[src/rtl/uart_frame_ctrl_if.sv]
// Bundle of the RX FIFO, TX FIFO, decoded-command and app-report signals around uart_frame_ctrl.
// The master modport is the frame controller; the slave modport is its environment.
interface uart_frame_ctrl_if;
  logic       rx_empty;
  logic [7:0] rx_pop_data;
  logic       rx_pop;
  logic       tx_full;
  logic       tx_push;
  logic [7:0] tx_push_data;
  logic       cmd_valid;
  logic [7:0] cmd_code;
  logic [7:0] cmd_data;
  logic       rx_err;
  logic       app_req;
  logic [7:0] app_cmd;
  logic [7:0] app_data;
  logic       app_grant;
  logic       app_done;
  logic       busy;

  modport master (
    input  rx_empty, rx_pop_data, tx_full, app_req, app_cmd, app_data,
    output rx_pop, tx_push, tx_push_data, cmd_valid, cmd_code, cmd_data, rx_err,
    output app_grant, app_done, busy
  );

  modport slave (
    output rx_empty, rx_pop_data, tx_full, app_req, app_cmd, app_data,
    input  rx_pop, tx_push, tx_push_data, cmd_valid, cmd_code, cmd_data, rx_err,
    input  app_grant, app_done, busy
  );
endinterface

[src/rtl/uart_frame_ctrl.sv]
// Frame layer over a byte UART: parses 4-byte RX command frames (SOF, CMD, DATA, CMD^DATA)
// and serialises ACK/NAK responses and app report frames into the TX FIFO without interleaving.
module uart_frame_ctrl #(
  parameter logic [7:0]  SOF_BYTE    = 8'hA5,
  parameter logic [7:0]  ACK_CMD     = 8'h06,
  parameter logic [7:0]  NAK_CMD     = 8'h15,
  parameter int unsigned TIMEOUT_CYC = 1_000_000
) (
  input logic              clk,
  input logic              reset,
  uart_frame_ctrl_if.master bus
);

  localparam int unsigned   TmoW    = (TIMEOUT_CYC > 2) ? $clog2(TIMEOUT_CYC) : 1;
  localparam logic [TmoW-1:0] TmoLast = TmoW'(TIMEOUT_CYC - 1);

  typedef enum logic [1:0] {RSof, RCmd, RData, RChk} rx_state_e;
  typedef enum logic [2:0] {TIdle, TSof, TCmd, TData, TChk} tx_state_e;

  rx_state_e       rx_q, rx_d;
  tx_state_e       tx_q, tx_d;
  logic [TmoW-1:0] tmo_q, tmo_d;
  logic [7:0]      sh_cmd_q, sh_cmd_d, sh_data_q, sh_data_d;
  logic            cmd_valid_q, cmd_valid_d, rx_err_q, rx_err_d;
  logic [7:0]      cmd_code_q, cmd_code_d, cmd_data_q, cmd_data_d;
  logic            rsp_pend_q, rsp_pend_d;
  logic [7:0]      rsp_cmd_q, rsp_cmd_d, rsp_data_q, rsp_data_d;
  logic [7:0]      f_cmd_q, f_cmd_d, f_data_q, f_data_d;
  logic            f_app_q, f_app_d;

  logic       consume;
  logic       rsp_set, rsp_take;
  logic [7:0] rsp_set_cmd;
  logic       tx_push, app_grant, app_done;
  logic [7:0] tx_push_data;

  assign consume = !bus.rx_empty;

  // State registers
  always_ff @(posedge clk) begin
    if (reset) begin
      rx_q        <= RSof;
      tx_q        <= TIdle;
      tmo_q       <= '0;
      sh_cmd_q    <= 8'h00;
      sh_data_q   <= 8'h00;
      cmd_valid_q <= 1'b0;
      rx_err_q    <= 1'b0;
      cmd_code_q  <= 8'h00;
      cmd_data_q  <= 8'h00;
      rsp_pend_q  <= 1'b0;
      rsp_cmd_q   <= 8'h00;
      rsp_data_q  <= 8'h00;
      f_cmd_q     <= 8'h00;
      f_data_q    <= 8'h00;
      f_app_q     <= 1'b0;
    end else begin
      rx_q        <= rx_d;
      tx_q        <= tx_d;
      tmo_q       <= tmo_d;
      sh_cmd_q    <= sh_cmd_d;
      sh_data_q   <= sh_data_d;
      cmd_valid_q <= cmd_valid_d;
      rx_err_q    <= rx_err_d;
      cmd_code_q  <= cmd_code_d;
      cmd_data_q  <= cmd_data_d;
      rsp_pend_q  <= rsp_pend_d;
      rsp_cmd_q   <= rsp_cmd_d;
      rsp_data_q  <= rsp_data_d;
      f_cmd_q     <= f_cmd_d;
      f_data_q    <= f_data_d;
      f_app_q     <= f_app_d;
    end
  end

  // RX next state, timeout and shadow/command registers
  always_comb begin
    rx_d        = rx_q;
    tmo_d       = tmo_q;
    sh_cmd_d    = sh_cmd_q;
    sh_data_d   = sh_data_q;
    cmd_valid_d = 1'b0;
    rx_err_d    = 1'b0;
    cmd_code_d  = cmd_code_q;
    cmd_data_d  = cmd_data_q;
    rsp_set     = 1'b0;
    rsp_set_cmd = ACK_CMD;

    if (rx_q == RSof || consume) begin
      tmo_d = '0;
    end else if (tmo_q == TmoLast) begin
      // Inter-byte gap too long: drop the partial frame, no response
      tmo_d    = '0;
      rx_d     = RSof;
      rx_err_d = 1'b1;
    end else begin
      tmo_d = tmo_q + TmoW'(1);
    end

    if (consume) begin
      unique case (rx_q)
        RSof:  if (bus.rx_pop_data == SOF_BYTE) rx_d = RCmd;
        RCmd: begin
          sh_cmd_d = bus.rx_pop_data;
          rx_d     = RData;
        end
        RData: begin
          sh_data_d = bus.rx_pop_data;
          rx_d      = RChk;
        end
        RChk: begin
          rx_d    = RSof;
          rsp_set = 1'b1;
          if (bus.rx_pop_data == (sh_cmd_q ^ sh_data_q)) begin
            cmd_valid_d = 1'b1;
            cmd_code_d  = sh_cmd_q;
            cmd_data_d  = sh_data_q;
          end else begin
            rx_err_d    = 1'b1;
            rsp_set_cmd = NAK_CMD;
          end
        end
        default: rx_d = RSof;
      endcase
    end
  end

  // Single-entry response slot; a fresh response beats the take in the same cycle
  assign rsp_take = (tx_q == TIdle) && rsp_pend_q;

  always_comb begin
    rsp_pend_d = rsp_pend_q;
    rsp_cmd_d  = rsp_cmd_q;
    rsp_data_d = rsp_data_q;
    if (rsp_set) begin
      rsp_pend_d = 1'b1;
      rsp_cmd_d  = rsp_set_cmd;
      rsp_data_d = sh_cmd_q;
    end else if (rsp_take) begin
      rsp_pend_d = 1'b0;
    end
  end

  // TX next state and frame capture
  always_comb begin
    tx_d     = tx_q;
    f_cmd_d  = f_cmd_q;
    f_data_d = f_data_q;
    f_app_d  = f_app_q;
    unique case (tx_q)
      TIdle: begin
        if (rsp_pend_q) begin
          tx_d     = TSof;
          f_cmd_d  = rsp_cmd_q;
          f_data_d = rsp_data_q;
          f_app_d  = 1'b0;
        end else if (bus.app_req) begin
          tx_d     = TSof;
          f_cmd_d  = bus.app_cmd;
          f_data_d = bus.app_data;
          f_app_d  = 1'b1;
        end
      end
      TSof:    if (!bus.tx_full) tx_d = TCmd;
      TCmd:    if (!bus.tx_full) tx_d = TData;
      TData:   if (!bus.tx_full) tx_d = TChk;
      TChk:    if (!bus.tx_full) tx_d = TIdle;
      default: tx_d = TIdle;
    endcase
  end

  // TX outputs
  always_comb begin
    tx_push      = 1'b0;
    tx_push_data = 8'h00;
    app_grant    = 1'b0;
    app_done     = 1'b0;
    unique case (tx_q)
      TIdle: app_grant = !rsp_pend_q && bus.app_req;
      TSof: begin
        tx_push      = !bus.tx_full;
        tx_push_data = SOF_BYTE;
      end
      TCmd: begin
        tx_push      = !bus.tx_full;
        tx_push_data = f_cmd_q;
      end
      TData: begin
        tx_push      = !bus.tx_full;
        tx_push_data = f_data_q;
      end
      TChk: begin
        tx_push      = !bus.tx_full;
        tx_push_data = f_cmd_q ^ f_data_q;
        app_done     = f_app_q && !bus.tx_full;
      end
      default: ;
    endcase
  end

  assign bus.rx_pop       = consume;
  assign bus.tx_push      = tx_push;
  assign bus.tx_push_data = tx_push_data;
  assign bus.app_grant    = app_grant;
  assign bus.app_done     = app_done;
  assign bus.busy         = (tx_q != TIdle);
  assign bus.cmd_valid    = cmd_valid_q;
  assign bus.cmd_code     = cmd_code_q;
  assign bus.cmd_data     = cmd_data_q;
  assign bus.rx_err       = rx_err_q;

endmodule

[src/flat_wrapper.sv]
// flat-port wrapper written by rule: the top's interface ports become plain ports
module uart_frame_ctrl_flat 
#(
  parameter logic [7:0]  SOF_BYTE    = 8'hA5,
  parameter logic [7:0]  ACK_CMD     = 8'h06,
  parameter logic [7:0]  NAK_CMD     = 8'h15,
  parameter int unsigned TIMEOUT_CYC = 1_000_000
)
  (clk, reset, bus_rx_empty, bus_rx_pop_data, bus_tx_full, bus_app_req, bus_app_cmd, bus_app_data, bus_rx_pop, bus_tx_push, bus_tx_push_data, bus_cmd_valid, bus_cmd_code, bus_cmd_data, bus_rx_err, bus_app_grant, bus_app_done, bus_busy);
  uart_frame_ctrl_if bus_i ();
  input logic clk;
  input logic reset;
  input wire logic [$bits(bus_i.rx_empty)-1:0] bus_rx_empty;
  input wire logic [$bits(bus_i.rx_pop_data)-1:0] bus_rx_pop_data;
  input wire logic [$bits(bus_i.tx_full)-1:0] bus_tx_full;
  input wire logic [$bits(bus_i.app_req)-1:0] bus_app_req;
  input wire logic [$bits(bus_i.app_cmd)-1:0] bus_app_cmd;
  input wire logic [$bits(bus_i.app_data)-1:0] bus_app_data;
  output wire logic [$bits(bus_i.rx_pop)-1:0] bus_rx_pop;
  output wire logic [$bits(bus_i.tx_push)-1:0] bus_tx_push;
  output wire logic [$bits(bus_i.tx_push_data)-1:0] bus_tx_push_data;
  output wire logic [$bits(bus_i.cmd_valid)-1:0] bus_cmd_valid;
  output wire logic [$bits(bus_i.cmd_code)-1:0] bus_cmd_code;
  output wire logic [$bits(bus_i.cmd_data)-1:0] bus_cmd_data;
  output wire logic [$bits(bus_i.rx_err)-1:0] bus_rx_err;
  output wire logic [$bits(bus_i.app_grant)-1:0] bus_app_grant;
  output wire logic [$bits(bus_i.app_done)-1:0] bus_app_done;
  output wire logic [$bits(bus_i.busy)-1:0] bus_busy;
  assign bus_i.rx_empty = bus_rx_empty;
  assign bus_i.rx_pop_data = bus_rx_pop_data;
  assign bus_i.tx_full = bus_tx_full;
  assign bus_i.app_req = bus_app_req;
  assign bus_i.app_cmd = bus_app_cmd;
  assign bus_i.app_data = bus_app_data;
  assign bus_rx_pop = bus_i.rx_pop;
  assign bus_tx_push = bus_i.tx_push;
  assign bus_tx_push_data = bus_i.tx_push_data;
  assign bus_cmd_valid = bus_i.cmd_valid;
  assign bus_cmd_code = bus_i.cmd_code;
  assign bus_cmd_data = bus_i.cmd_data;
  assign bus_rx_err = bus_i.rx_err;
  assign bus_app_grant = bus_i.app_grant;
  assign bus_app_done = bus_i.app_done;
  assign bus_busy = bus_i.busy;
  uart_frame_ctrl #(.SOF_BYTE(SOF_BYTE), .ACK_CMD(ACK_CMD), .NAK_CMD(NAK_CMD), .TIMEOUT_CYC(TIMEOUT_CYC)) u_core (.clk(clk), .reset(reset), .bus(bus_i));
endmodule
[config.mk]
export PLATFORM = sky130hd
export DESIGN_NAME = uart_frame_ctrl_flat
export DESIGN_NICKNAME = d
export VERILOG_FILES = /design/src/rtl/uart_frame_ctrl_if.sv /design/src/rtl/uart_frame_ctrl.sv /design/src/flat_wrapper.sv
export SDC_FILE = /design/constraint.sdc
export NUM_CORES = 1
export LEC_CHECK = 0
export BUFFER_PORTS_ARGS = -buffer_cell sky130_fd_sc_hd__buf_2
export CAP_MARGIN = 20
export CORE_ASPECT_RATIO = 0.6
export CORE_MARGIN = 2
export CORE_UTILIZATION = 56
export CTS_CLUSTER_DIAMETER = 30
export DETAILED_ROUTE_END_ITERATION = 8
export GPL_ROUTABILITY_DRIVEN = 0
export PLACE_DENSITY = 0.86
export SYNTH_ARGS = -nofsm -noshare
export SYNTH_HDL_FRONTEND = slang
export SYNTH_SLANG_ARGS = --single-unit
[constraint.sdc]
create_clock -name clk -period 2.27 [get_ports clk]
set_input_delay 0.227 -clock clk [delete_from_list [all_inputs] [get_ports clk]]
set_output_delay 0.227 -clock clk [all_outputs]
set_load 0.01 [all_outputs]
[Word-level counts from Yosys, hierarchy flattened]
Cells that the tools add are included.
Word-level totals
  bits in registers: 93
  latch bits: 0
  bits in writable memories: 0
  ROM bits: 0
  input bits: 29
  output and inout bits: 31
  logic and storage cells: 90
  memories kept: 0
Cells by class
  add/subtract/negate cells: 1
  multipliers: 0
  divide/modulo/power cells: 0
  magnitude comparators: 0
  equal/unequal tests: 15
  shift-type cells: 0
  muxes and demuxes: 35
  bitwise gates (word level): 4
  reduce and logical (&&, ||, !) cells: 20
Operators with widths (number)
  8-bit two-way mux: 6
  8-bit one-hot mux with 4 select lines: 1
  20-bit by 1-bit adder with 20-bit output (second input constant): 1
  20-bit == test (second input constant): 1
  3-bit two-way mux: 6
  8-bit XOR: 2
  1-bit two-way mux: 15
  3-bit one-hot mux with 5 select lines: 1
  8-bit == test: 1
  8-bit == test (second input constant): 1
  2-bit two-way mux: 4
  2-bit != test (second input constant): 4
  2-bit one-hot mux with 4 select lines: 1
  3-bit by 2-bit == test with 1-bit output (second input constant): 2
  2-bit AND reduction: 3
  3-bit OR reduction: 2
  5-bit two-way mux: 1
  5-bit AND reduction: 1
  2-bit == test (second input constant): 2
  2-bit nonzero test: 2
  4-bit OR reduction: 1
  3-bit by 1-bit == test with 1-bit output (second input constant): 1
  3-bit == test (second input constant): 1
  1-bit logical AND: 3
  other kinds (9): 12

[Longest topological paths before layout]
Gate-level depths: netlist (run 1).
  depth after elaboration: 6
  gate-level depth with buffers: 7
  depth with buffers taken out: 6

[Worst setup path before layout (run 1)]
OpenSTA, ideal clock, no wires.
  path kind: register -> register
  start point: register u_core.tmo_q[0]
  end point: register u_core.tmo_q[10]
  setup time: 0.115 ns
  arrival time: 1.580 ns
  required time: 2.155 ns
  path slack: 0.575 ns
  cell stages (with the launch flop): 8
  buffers on the path: 1
  cell sequence: dfxtp_1 > ha_1 > and4_1 > nand2_1 > nor4_2 > or4_1 > buf_4 > nor2_1
Between the ends
  word-level cells in the longest chain between the ends: 2
  elaborated cells between the ends (all ways): 3
  classes of those cells: add/sub (1); eq/ne (1); reduce/logical (1)
RTL lines
  from (decl): RTL line uart_frame_ctrl.sv:22  | logic [TmoW-1:0] tmo_q, tmo_d;
  from (signal assigned): RTL line uart_frame_ctrl.sv:60  | tmo_q <= tmo_d;
  parallel branches: the longest is 2 deep, another holds 20-bit by 1-bit adder with 20-bit output
Several ways; the timed one is not identified.
A chain may end at the register's enable or synchronous reset.

[Worst setup path after layout (run 1)]
  start point: register u_core.tx_q[0]
  end point: output bus_app_grant
Between the ends
  word-level cells in the longest chain between the ends: 2
RTL lines
  from (decl): RTL line uart_frame_ctrl.sv:21  | tx_state_e tx_q, tx_d;
  from (signal assigned): RTL line uart_frame_ctrl.sv:43  | tx_q <= TIdle;
  from (signal assigned): RTL line uart_frame_ctrl.sv:59  | tx_q <= tx_d;
  3-bit logical NOT: RTL line uart_frame_ctrl.sv:178  | unique case (tx_q)
  1-bit two-way mux: RTL line uart_frame_ctrl.sv:178
  to (decl): RTL line flat_wrapper.sv:26  | output wire logic [$bits(bus_i.app_grant)-1:0] bus_app_grant;
No other way between the ends.

==> flow_summary.yaml, run 1 <==
run_status:
  outcome: "complete, no violations"
global_routing:
  grt_pass1_vias: 3297
  grt_max_degree: 69
  overflow: 0
  grt_antenna_before_repair: 0
  grt_pass1_wl_um: 15520
  grt_usage: 0.2539
logic_synthesis:
  synthCells: 440
  synth.cell_area_um2: 3961
  synth_commonest_cells: "88 x dfxtp_1, 81 x nor2_1, 51 x nand2_1, 38 x mux2i_1, 27 x a21oi_1"
  synth.distinct_cells: 44
  synth.area.top_cells: "dfxtp_1 44%, mux2i_1 9.6%, nor2_1 7.7%"
  ys_seq_area_frac: 0.4447
  synth_top_area_frac: 0.4447
  ys_seq_elements: 88
  yosys_warnings: 0
  avgSynthCellArea_um2: 9.003
  ys_async_sr_fraction: 0
  ys.flop_type: "dfxtp_1"
  synth-edff-count: 0
  synth.most_common_cell: "dfxtp_1"
  synth_nets: 474
  yosys.area.top_type: "dfxtp_1"
timing:
  setup_viol: 0
  setup_tns_ns: 0
  fin_crit_ns: 2.132
  worstMarginPinSlew_ns: 0.6911
  finalMaxSlewViolations: 0
  fmax_ghz: 0.4690
  fin_skew_ns: 0.008468
  finalHoldViolCount: 0
  setup_ws_ns: 0.1376
  rsz0062_at_grt: "false"
  fin_crit_sh: 0.9394
  relSlewSlack: 0.5392
setup_path:
  crit_required_ns: 2.04
  worstSetupStartpoint: "u_core.tx_q[0]"
  critPathKind: "register to output pin"
  cpPeakStageDelay_ns: 0.55
  r2r_slack_ns: 0.18
  end_kind: "output pin"
  reg2reg_from: "u_core.tmo_q[0]"
  start_kind: "register"
  crit_arrival_ns: 1.91
  crit_chain: "or3_1 -> nor3b_4 -> buf_2"
  cpMaxStageDelayCell: "or3_1"
  crit_fanout: 15
cts:
  path_clk_slew_ns: 0.06
  cts_tree: "yes"
  cts-root-to-sink-buffers: 2
  hold_buffers: 0
  cts-buffers-inserted: 9
  root_buffer: "clkbuf_16"
  cts_num_sinks: 88
  clkLatencyLatePin_ns: 0.34
  htreeDepth: 3
die:
  start_util: 0.5858
  die_height_um: 69.15
  fp.dieW_um: 112.6
  fp.dieArea_um2: 7784
  core_um2: 6763
  rows: 23
  io_pins: 60
detailed_routing:
  routedWlPerCell_um: 15.96
  dr.pass1.iters: 4
  drt_wl_total_um: 9434
  vias: 3315
  drc: 0
  drtIter0Drc: 243
  detail_route.vias_per_cell: 5.609
  ant_nets: 0
power:
  power.internal_w: 0.002593
  swShare: 0.2372
  p_comb_frac: 0.088
  leakage_nw: 1.787
  power_switching_w: 0.0008060
  p_per_area_nw_per_um2: 731.2
  p_seq_frac: 0.481
  clkPwrFrac: 0.431
  irDropWorstVdd_mv: 0.7767
cells_and_area:
  diodes: 0
  fin_util: 0.6873
  syn2layout_area_growth_pct: 17.34
  layout.nets: 533
  layout-drive-gt1-share: 0.1865
  final_cells: 591
hold_path:
  hp-class: "primary input to register"
  hp-start: "bus_app_cmd[5]"
place:
  pre_cts_slack_ns: 0.2109
  detailedPlacementHpwl_um: 6677
  dp_cells: 575
  portBuffers: 59
job:
  drv_cap: 0
==> final cells by class <==
type | count | area (µm²)
inverter | 7 | 26.28
tap | 87 | 108.9
multi-input combinational | 323 | 2074
clock inverter | 5 | 56.30
timing repair buffer | 70 | 377.9
fill | 515 | 2115
sequential | 88 | 1762
clock buffer | 11 | 242.7
==> stage by stage <==
stage               power [W]  cell area (µm²)  hold slack, ns
floorplan            0.001849             3961          0.3630
global placement     0.001939             4338          0.4345
detailed placement   0.001955             4338          0.4429
CTS                  0.003421             4637          0.1339
global route         0.003524             4648          0.1489
finish               0.003399             4648          0.1390
==> per-layer routing <==
layer  GRT usage  wire (µm)
met5           0          0
met4     0.08266        128
met3     0.09059        583
met2      0.4032       4433
met1      0.3242       4289
==> worst max-delay path, delay by kind of cell (launching register included) <==
family                 cells  cell delay, ns
buffers and inverters      1            0.20
AND/OR/NAND/NOR            2            0.93
flip-flops                 1            0.44
==> worst paths after layout <==
path | depth (start not counted) | end
worst min register to register | 1 | u_core.tmo_q[0]
worst max register to register | 7 | u_core.tmo_q[15]
worst min-delay path | 3 | u_core.f_cmd_q[5]
worst max-delay path | 3 | bus_app_grant
==> state kept, by name, indices dropped and copies added (netlist names), 8 cells and up, named ones only <==
signal,count
u_core.tmo_q,20
u_core.sh_data_q,8
u_core.rsp_data_q,8
u_core.f_cmd_q,8
u_core.sh_cmd_q,8
u_core.bus.cmd_data,8
u_core.f_data_q,8
u_core.bus.cmd_code,8
==> power groups by stage <==
stage / clock network [W] / registers, W / logic (W)
after floorplan: 0 / 0.00165 / 0.000201
after global placement: 0 / 0.00166 / 0.000276
after detailed placement: 0 / 0.00167 / 0.000289
after CTS: 0.00149 / 0.00163 / 0.000294
after global routing: 0.00155 / 0.00164 / 0.000330
final: 0.00146 / 0.00164 / 0.000299
==> cell families after synthesis <==
| group | Yosys count | share of synthesized area |
|---|---|---|
| buffers and inverters | 29 | 0.03664 |
| flip-flops | 88 | 0.4447 |
| XOR/XNOR | 28 | 0.08970 |
| adder cells (fa/ha/maj) | 5 | 0.01579 |
| AND/OR/NAND/NOR | 188 | 0.2221 |
| AO/OA/AOI/OAI | 64 | 0.09507 |
| multiplexers | 38 | 0.09602 |
==> what timing repair did <==
item	in CTS	in global routing
endpoints found under the setup margin	0	6
buffers inserted	0	0
resized for setup	0	3
==> layout by cell type, fill, tap and decap left out, types with 5 or more instances in the layout <==
cell,count
xnor3_1,8
nand4_1,5
ha_1,5
nor2b_1,5
a211oi_1,14
dfxtp_1,88
inv_1,6
o21ai_0,13
nor3b_1,8
clkbuf_16,9
buf_2,59
nand3_1,9
nor2_1,80
a21oi_1,27
nand2_1,50
nor3_1,6
mux2i_1,38
xnor2_1,5
buf_4,11
xor2_1,15
Power figures use the tool's default switching activity.
==> run 2, diff against run 1 <==
--- a/config.mk
+++ b/config.mk
@@ -7,12 +7,15 @@
 export LEC_CHECK = 0
 export BUFFER_PORTS_ARGS = -buffer_cell sky130_fd_sc_hd__buf_2
 export CAP_MARGIN = 20
+export CELL_PAD_IN_SITES_DETAIL_PLACEMENT = 1
+export CELL_PAD_IN_SITES_GLOBAL_PLACEMENT = 1
 export CORE_ASPECT_RATIO = 0.6
 export CORE_MARGIN = 2
-export CORE_UTILIZATION = 56
+export CORE_UTILIZATION = 43
 export CTS_CLUSTER_DIAMETER = 30
 export DETAILED_ROUTE_END_ITERATION = 8
 export GPL_ROUTABILITY_DRIVEN = 0
+export MAX_ROUTING_LAYER = met4
 export PLACE_DENSITY = 0.86
 export SYNTH_ARGS = -nofsm -noshare
 export SYNTH_HDL_FRONTEND = slang
==> flow_summary.yaml, run 2 (synthesis results as in run 1) <==
run_status:
  outcome: "complete, no violations"
cts:
  cts_num_sinks: 88
  clkLatencyLatePin_ns: 0.34
  post_cts_buffers: 0
  cts-root-to-sink-buffers: 2
  hold_buffers: 0
  cts_resized: 0
  path_clk_slew_ns: 0.06
  cts-buffers-inserted: 9
  htreeDepth: 3
  cts_tree: "yes"
  root_buffer: "clkbuf_16"
global_routing:
  gr-usage-met1: 0.3065
  grt.met3_usage: 0.05521
  grt_antenna_before_repair: 0
  overflow: 0
  grt_max_degree: 69
  top_usage_layer: "met2"
  grt_pass1_vias: 3359
  use_met2: 0.3433
  grt_usage: 0.2289
  grt_pass1_wl_um: 17260
timing:
  rsz0062_at_grt: "false"
  worstMarginPinSlew_ns: 0.7711
  finalMaxSlewViolations: 0
  finalHoldViolCount: 0
  setup_ws_ns: 0.1438
  fmax_ghz: 0.4703
  setup_viol: 0
  setup_tns_ns: 0
  fin_crit_ns: 2.126
  relSlewSlack: 0.4848
  fin_skew_ns: 0.004673
  fin_crit_sh: 0.9366
cells_and_area:
  mostFrequentLayoutCells: "88 x dfxtp_1, 81 x nor2_1, 59 x buf_2"
  syn2layout_area_growth_pct: 17.37
  fillCellCount: 1072
  layout.nets: 532
  layout-drive-gt1-share: 0.1789
  regMostFlops: "u_core.tmo_q"
  diodes: 0
  largest_reg_flops: 20
  stdcell_area_um2: 4649
  final_common_cell: "dfxtp_1"
  fin_util: 0.5135
detailed_routing:
  ant_nets: 0
  drtIter0Drc: 196
  drt_wl_total_um: 10530
  dr.pass1.iters: 4
  detail_route.vias_per_cell: 5.326
  routedWlPerCell_um: 17.01
  drc: 0
  vias: 3297
place:
  pre_cts_slack_ns: 0.3137
  detailedPlacementHpwl_um: 7742
  portBuffers: 59
  postPlaceCellArea_um2: 4379
setup_path:
  crit_fanout: 7
  reg2reg_from: "u_core.tmo_q[0]"
  crit_required_ns: 2.04
  worstSetupStartpoint: "u_core.tx_q[2]"
  start_kind: "register"
  crit_arrival_ns: 1.90
  critPathKind: "register to output pin"
  end_kind: "output pin"
die:
  core_um2: 9054
  die_height_um: 78.35
  io_pins: 60
  fp.dieArea_um2: 10020
  start_util: 0.4375
  fp.dieW_um: 127.9
  rows: 27
hold_path:
  hp-class: "primary input to register"
  hp-start: "bus_app_cmd[3]"
power:
  p_seq_frac: 0.494
  irDropWorstVdd_mv: 0.3549
  swShare: 0.2474
  power.internal_w: 0.002483
  p_per_area_nw_per_um2: 709.5
  leakage_nw: 1.772
  clkPwrFrac: 0.414
  p_comb_frac: 0.092
  power_switching_w: 0.0008163
job:
  drv_cap: 0
[run 2: changes by cell type in the layout (fill, tap and decap cells not counted), sizes merged]
| cell | change |
|---|---|
| bufinv | -1 |
| buf | -1 |
| clkbuf | +2 |
| clkinv | -1 |
[run 2: layer usage]
metal | routed length [µm] | part of all wire | vias up
met3 | 403 | 0.038 | 11
met5 | 0 | 0 | -
li1 | - | - | 1628
met4 | 121 | 0.011 | 0
met2 | 4853 | 0.46 | 69
met1 | 5153 | 0.49 | 1589
[run 2: power groups by stage]
stage / sequential, W / combinational, W / clock [W]
final: 0.00163 / 0.000304 / 0.00137
after global routing: 0.00163 / 0.000340 / 0.00145
after CTS: 0.00163 / 0.000306 / 0.00140
after detailed placement: 0.00166 / 0.000303 / 0
after global placement: 0.00166 / 0.000288 / 0
after floorplan: 0.00165 / 0.000201 / 0
[run 2: cell type report]
class                   count  area (µm²)  area share
well taps                 116       145.1     0.03122
multi-input cells         323        2066      0.4443
flip-flops and latches     88        1762      0.3789
clock inverters             3       17.52    0.003767
inverters                   7       26.28    0.005651
repair buffers             69       382.9     0.08235
clock buffers              13       250.2     0.05382
[run 2: path summary, 6_finish.rpt]
kind                             to  slack (ns)  depth (start not counted)
setup / recovery      bus_app_grant        0.14                          3
setup reg to reg   u_core.tmo_q[19]        0.28                          8
hold / removal    u_core.f_cmd_q[3]        0.13                          3
hold reg to reg     u_core.tmo_q[0]        0.45                          1
[run 2: through the flow]
step	total power, W	instances	hold WS, ns
finish	0.003299	619	0.1326
global placement	0.001946	603	0.4403
floorplan	0.001849	440	0.3630
global route	0.003426	619	0.1281
detailed placement	0.001966	603	0.4509
CTS	0.003332	619	0.1244
[run 2: critical path, cell delays in order, from the launching register on]
cell and delay (ns):
dfxtp_1 0.38, or3_1 0.54, nor3b_2 0.42, buf_2 0.21
==> run 3, diff against run 2 <==
--- a/config.mk
+++ b/config.mk
@@ -5,15 +5,15 @@
 export SDC_FILE = /design/constraint.sdc
 export NUM_CORES = 1
 export LEC_CHECK = 0
-export BUFFER_PORTS_ARGS = -buffer_cell sky130_fd_sc_hd__buf_2
 export CAP_MARGIN = 20
 export CELL_PAD_IN_SITES_DETAIL_PLACEMENT = 1
 export CELL_PAD_IN_SITES_GLOBAL_PLACEMENT = 1
 export CORE_ASPECT_RATIO = 0.6
 export CORE_MARGIN = 2
-export CORE_UTILIZATION = 43
+export CORE_UTILIZATION = 48
 export CTS_CLUSTER_DIAMETER = 30
 export DETAILED_ROUTE_END_ITERATION = 8
+export DONT_BUFFER_PORTS = 1
 export GPL_ROUTABILITY_DRIVEN = 0
 export MAX_ROUTING_LAYER = met4
 export PLACE_DENSITY = 0.86
==> flow_summary.yaml, run 3 (synthesis results as in run 1) <==
cts:
  post_cts_buffers: 0
  root_buffer: "clkbuf_16"
  cts-root-to-sink-buffers: 2
  htreeDepth: 3
  clkLatencyLatePin_ns: 0.34
  hold_buffers: 1
  cts_resized: 0
  cts_tree: "yes"
  cts-buffers-inserted: 9
  cts_num_sinks: 88
  path_clk_slew_ns: 0.06
die:
  die_height_um: 74.37
  fp.dieArea_um2: 9019
  core_um2: 7945
  start_util: 0.4986
  fp.dieW_um: 121.3
  rows: 25
  io_pins: 60
cells_and_area:
  diodes: 0
  regMostFlops: "u_core.tmo_q"
  layout.nets: 474
  syn2layout_area_growth_pct: 9.950
  mostFrequentLayoutCells: "88 x dfxtp_1, 81 x nor2_1, 51 x nand2_1"
  stdcell_area_um2: 4355
  largest_reg_flops: 20
  final_common_cell: "dfxtp_1"
  layout-drive-gt1-share: 0.07191
  final_cells: 553
setup_path:
  end_kind: "output pin"
  critPathMostFrequentCell: "o21ai_0"
  critPathKind: "register to output pin"
  cpPeakStageDelay_ns: 0.43
  cpMaxStageDelayCell: "dfxtp_1"
  crit_fanout: 17
  crit_required_ns: 2.04
  r2r_slack_ns: 0.23
  start_kind: "register"
  crit_arrival_ns: 1.87
  crit_chain: "nand2_1 -> o21ai_0 -> a21oi_1 -> o21ai_0"
global_routing:
  grt_pass1_vias: 3243
  gr-usage-met1: 0.3147
  grt_max_degree: 69
  top_usage_layer: "met2"
  grt_usage: 0.2476
  grt_antenna_before_repair: 0
  grt_pass1_wl_um: 16480
  use_met2: 0.3770
  grt.met3_usage: 0.08819
  overflow: 0
run_status:
  outcome: "complete, no violations"
timing:
  fmax_ghz: 0.4764
  finalHoldViolCount: 0
  rsz0062_at_grt: "false"
  fin_crit_ns: 2.099
  setup_tns_ns: 0
  fin_crit_sh: 0.9246
  setup_ws_ns: 0.1711
  fin_skew_ns: 0.009575
  setup_viol: 0
  finalMaxSlewViolations: 0
  holdWs_ns: 0.02115
  worstMarginPinSlew_ns: 0.6286
  relSlewSlack: 0.5771
detailed_routing:
  drc: 0
  drtIter0Drc: 120
  dr.pass1.iters: 4
  drt_wl_total_um: 10150
  detail_route.vias_per_cell: 5.573
  routedWlPerCell_um: 18.35
  ant_nets: 0
  vias: 3082
power:
  leakage_nw: 1.498
  p_per_area_nw_per_um2: 742.1
  power_switching_w: 0.0008037
  clkPwrFrac: 0.417
  p_comb_frac: 0.079
  p_seq_frac: 0.505
  power.internal_w: 0.002428
  irDropWorstVdd_mv: 0.6003
  swShare: 0.2487
place:
  postPlaceCellArea_um2: 4061
  detailedPlacementHpwl_um: 7376
  portBuffers: 0
  pre_cts_slack_ns: 0.2268
  dp_cells: 536
hold_path:
  hp-class: "primary input to register"
job:
  drv_cap: 0
## run 3: power groups by stage
| stage | Sequential, W | Combinational [W] | Clock [W] |
|---|---|---|---|
| finish | 0.00163 | 0.000254 | 0.00135 |
| floorplan | 0.00165 | 0.000201 | 0 |
| global route | 0.00164 | 0.000284 | 0.00143 |
| global placement | 0.00166 | 0.000216 | 0 |
| CTS | 0.00163 | 0.000256 | 0.00138 |
| detailed placement | 0.00166 | 0.000231 | 0 |
## run 3: final timing paths
check	to	cells past startpoint	start
setup / recovery	bus_tx_push_data[4]	4	u_core.tx_q[2]
hold / removal	u_core.sh_cmd_q[4]	2	bus_rx_pop_data[4]
setup reg to reg	u_core.tmo_q[16]	7	u_core.tmo_q[0]
hold reg to reg	u_core.rsp_data_q[7]	2	u_core.rsp_data_q[7]
## run 3: metal layers
metal / wire, µm / vias up
met5: 0 / -
met4: 111 / 0
met3: 588 / 9
met2: 4489 / 52
met1: 4958 / 1506
li1: - / 1515
## run 3: critical path: cells and delay by family, from the launching register on
family          cells  cell delay (ns)
flops               1             0.43
simple gates        1             0.36
compound gates      3             0.74
## run 3: per-stage QoR
stage | power, W | util
after detailed placement | 0.001895 | 0.5112
final | 0.003232 | 0.5482
after CTS | 0.003261 | 0.5482
after global placement | 0.001876 | 0.5112
after global routing | 0.003350 | 0.5482
after floorplan | 0.001849 | -
## run 3: layout make-up
class                   instances  area, µm²
clock inverters                 5      33.78
inverters                       7      26.28
fillers                       933       3590
repair buffers                 11      102.6
multi-input cells             323       2063
clock buffers                  11      232.7
flip-flops and latches         88       1762
well taps                     108      135.1
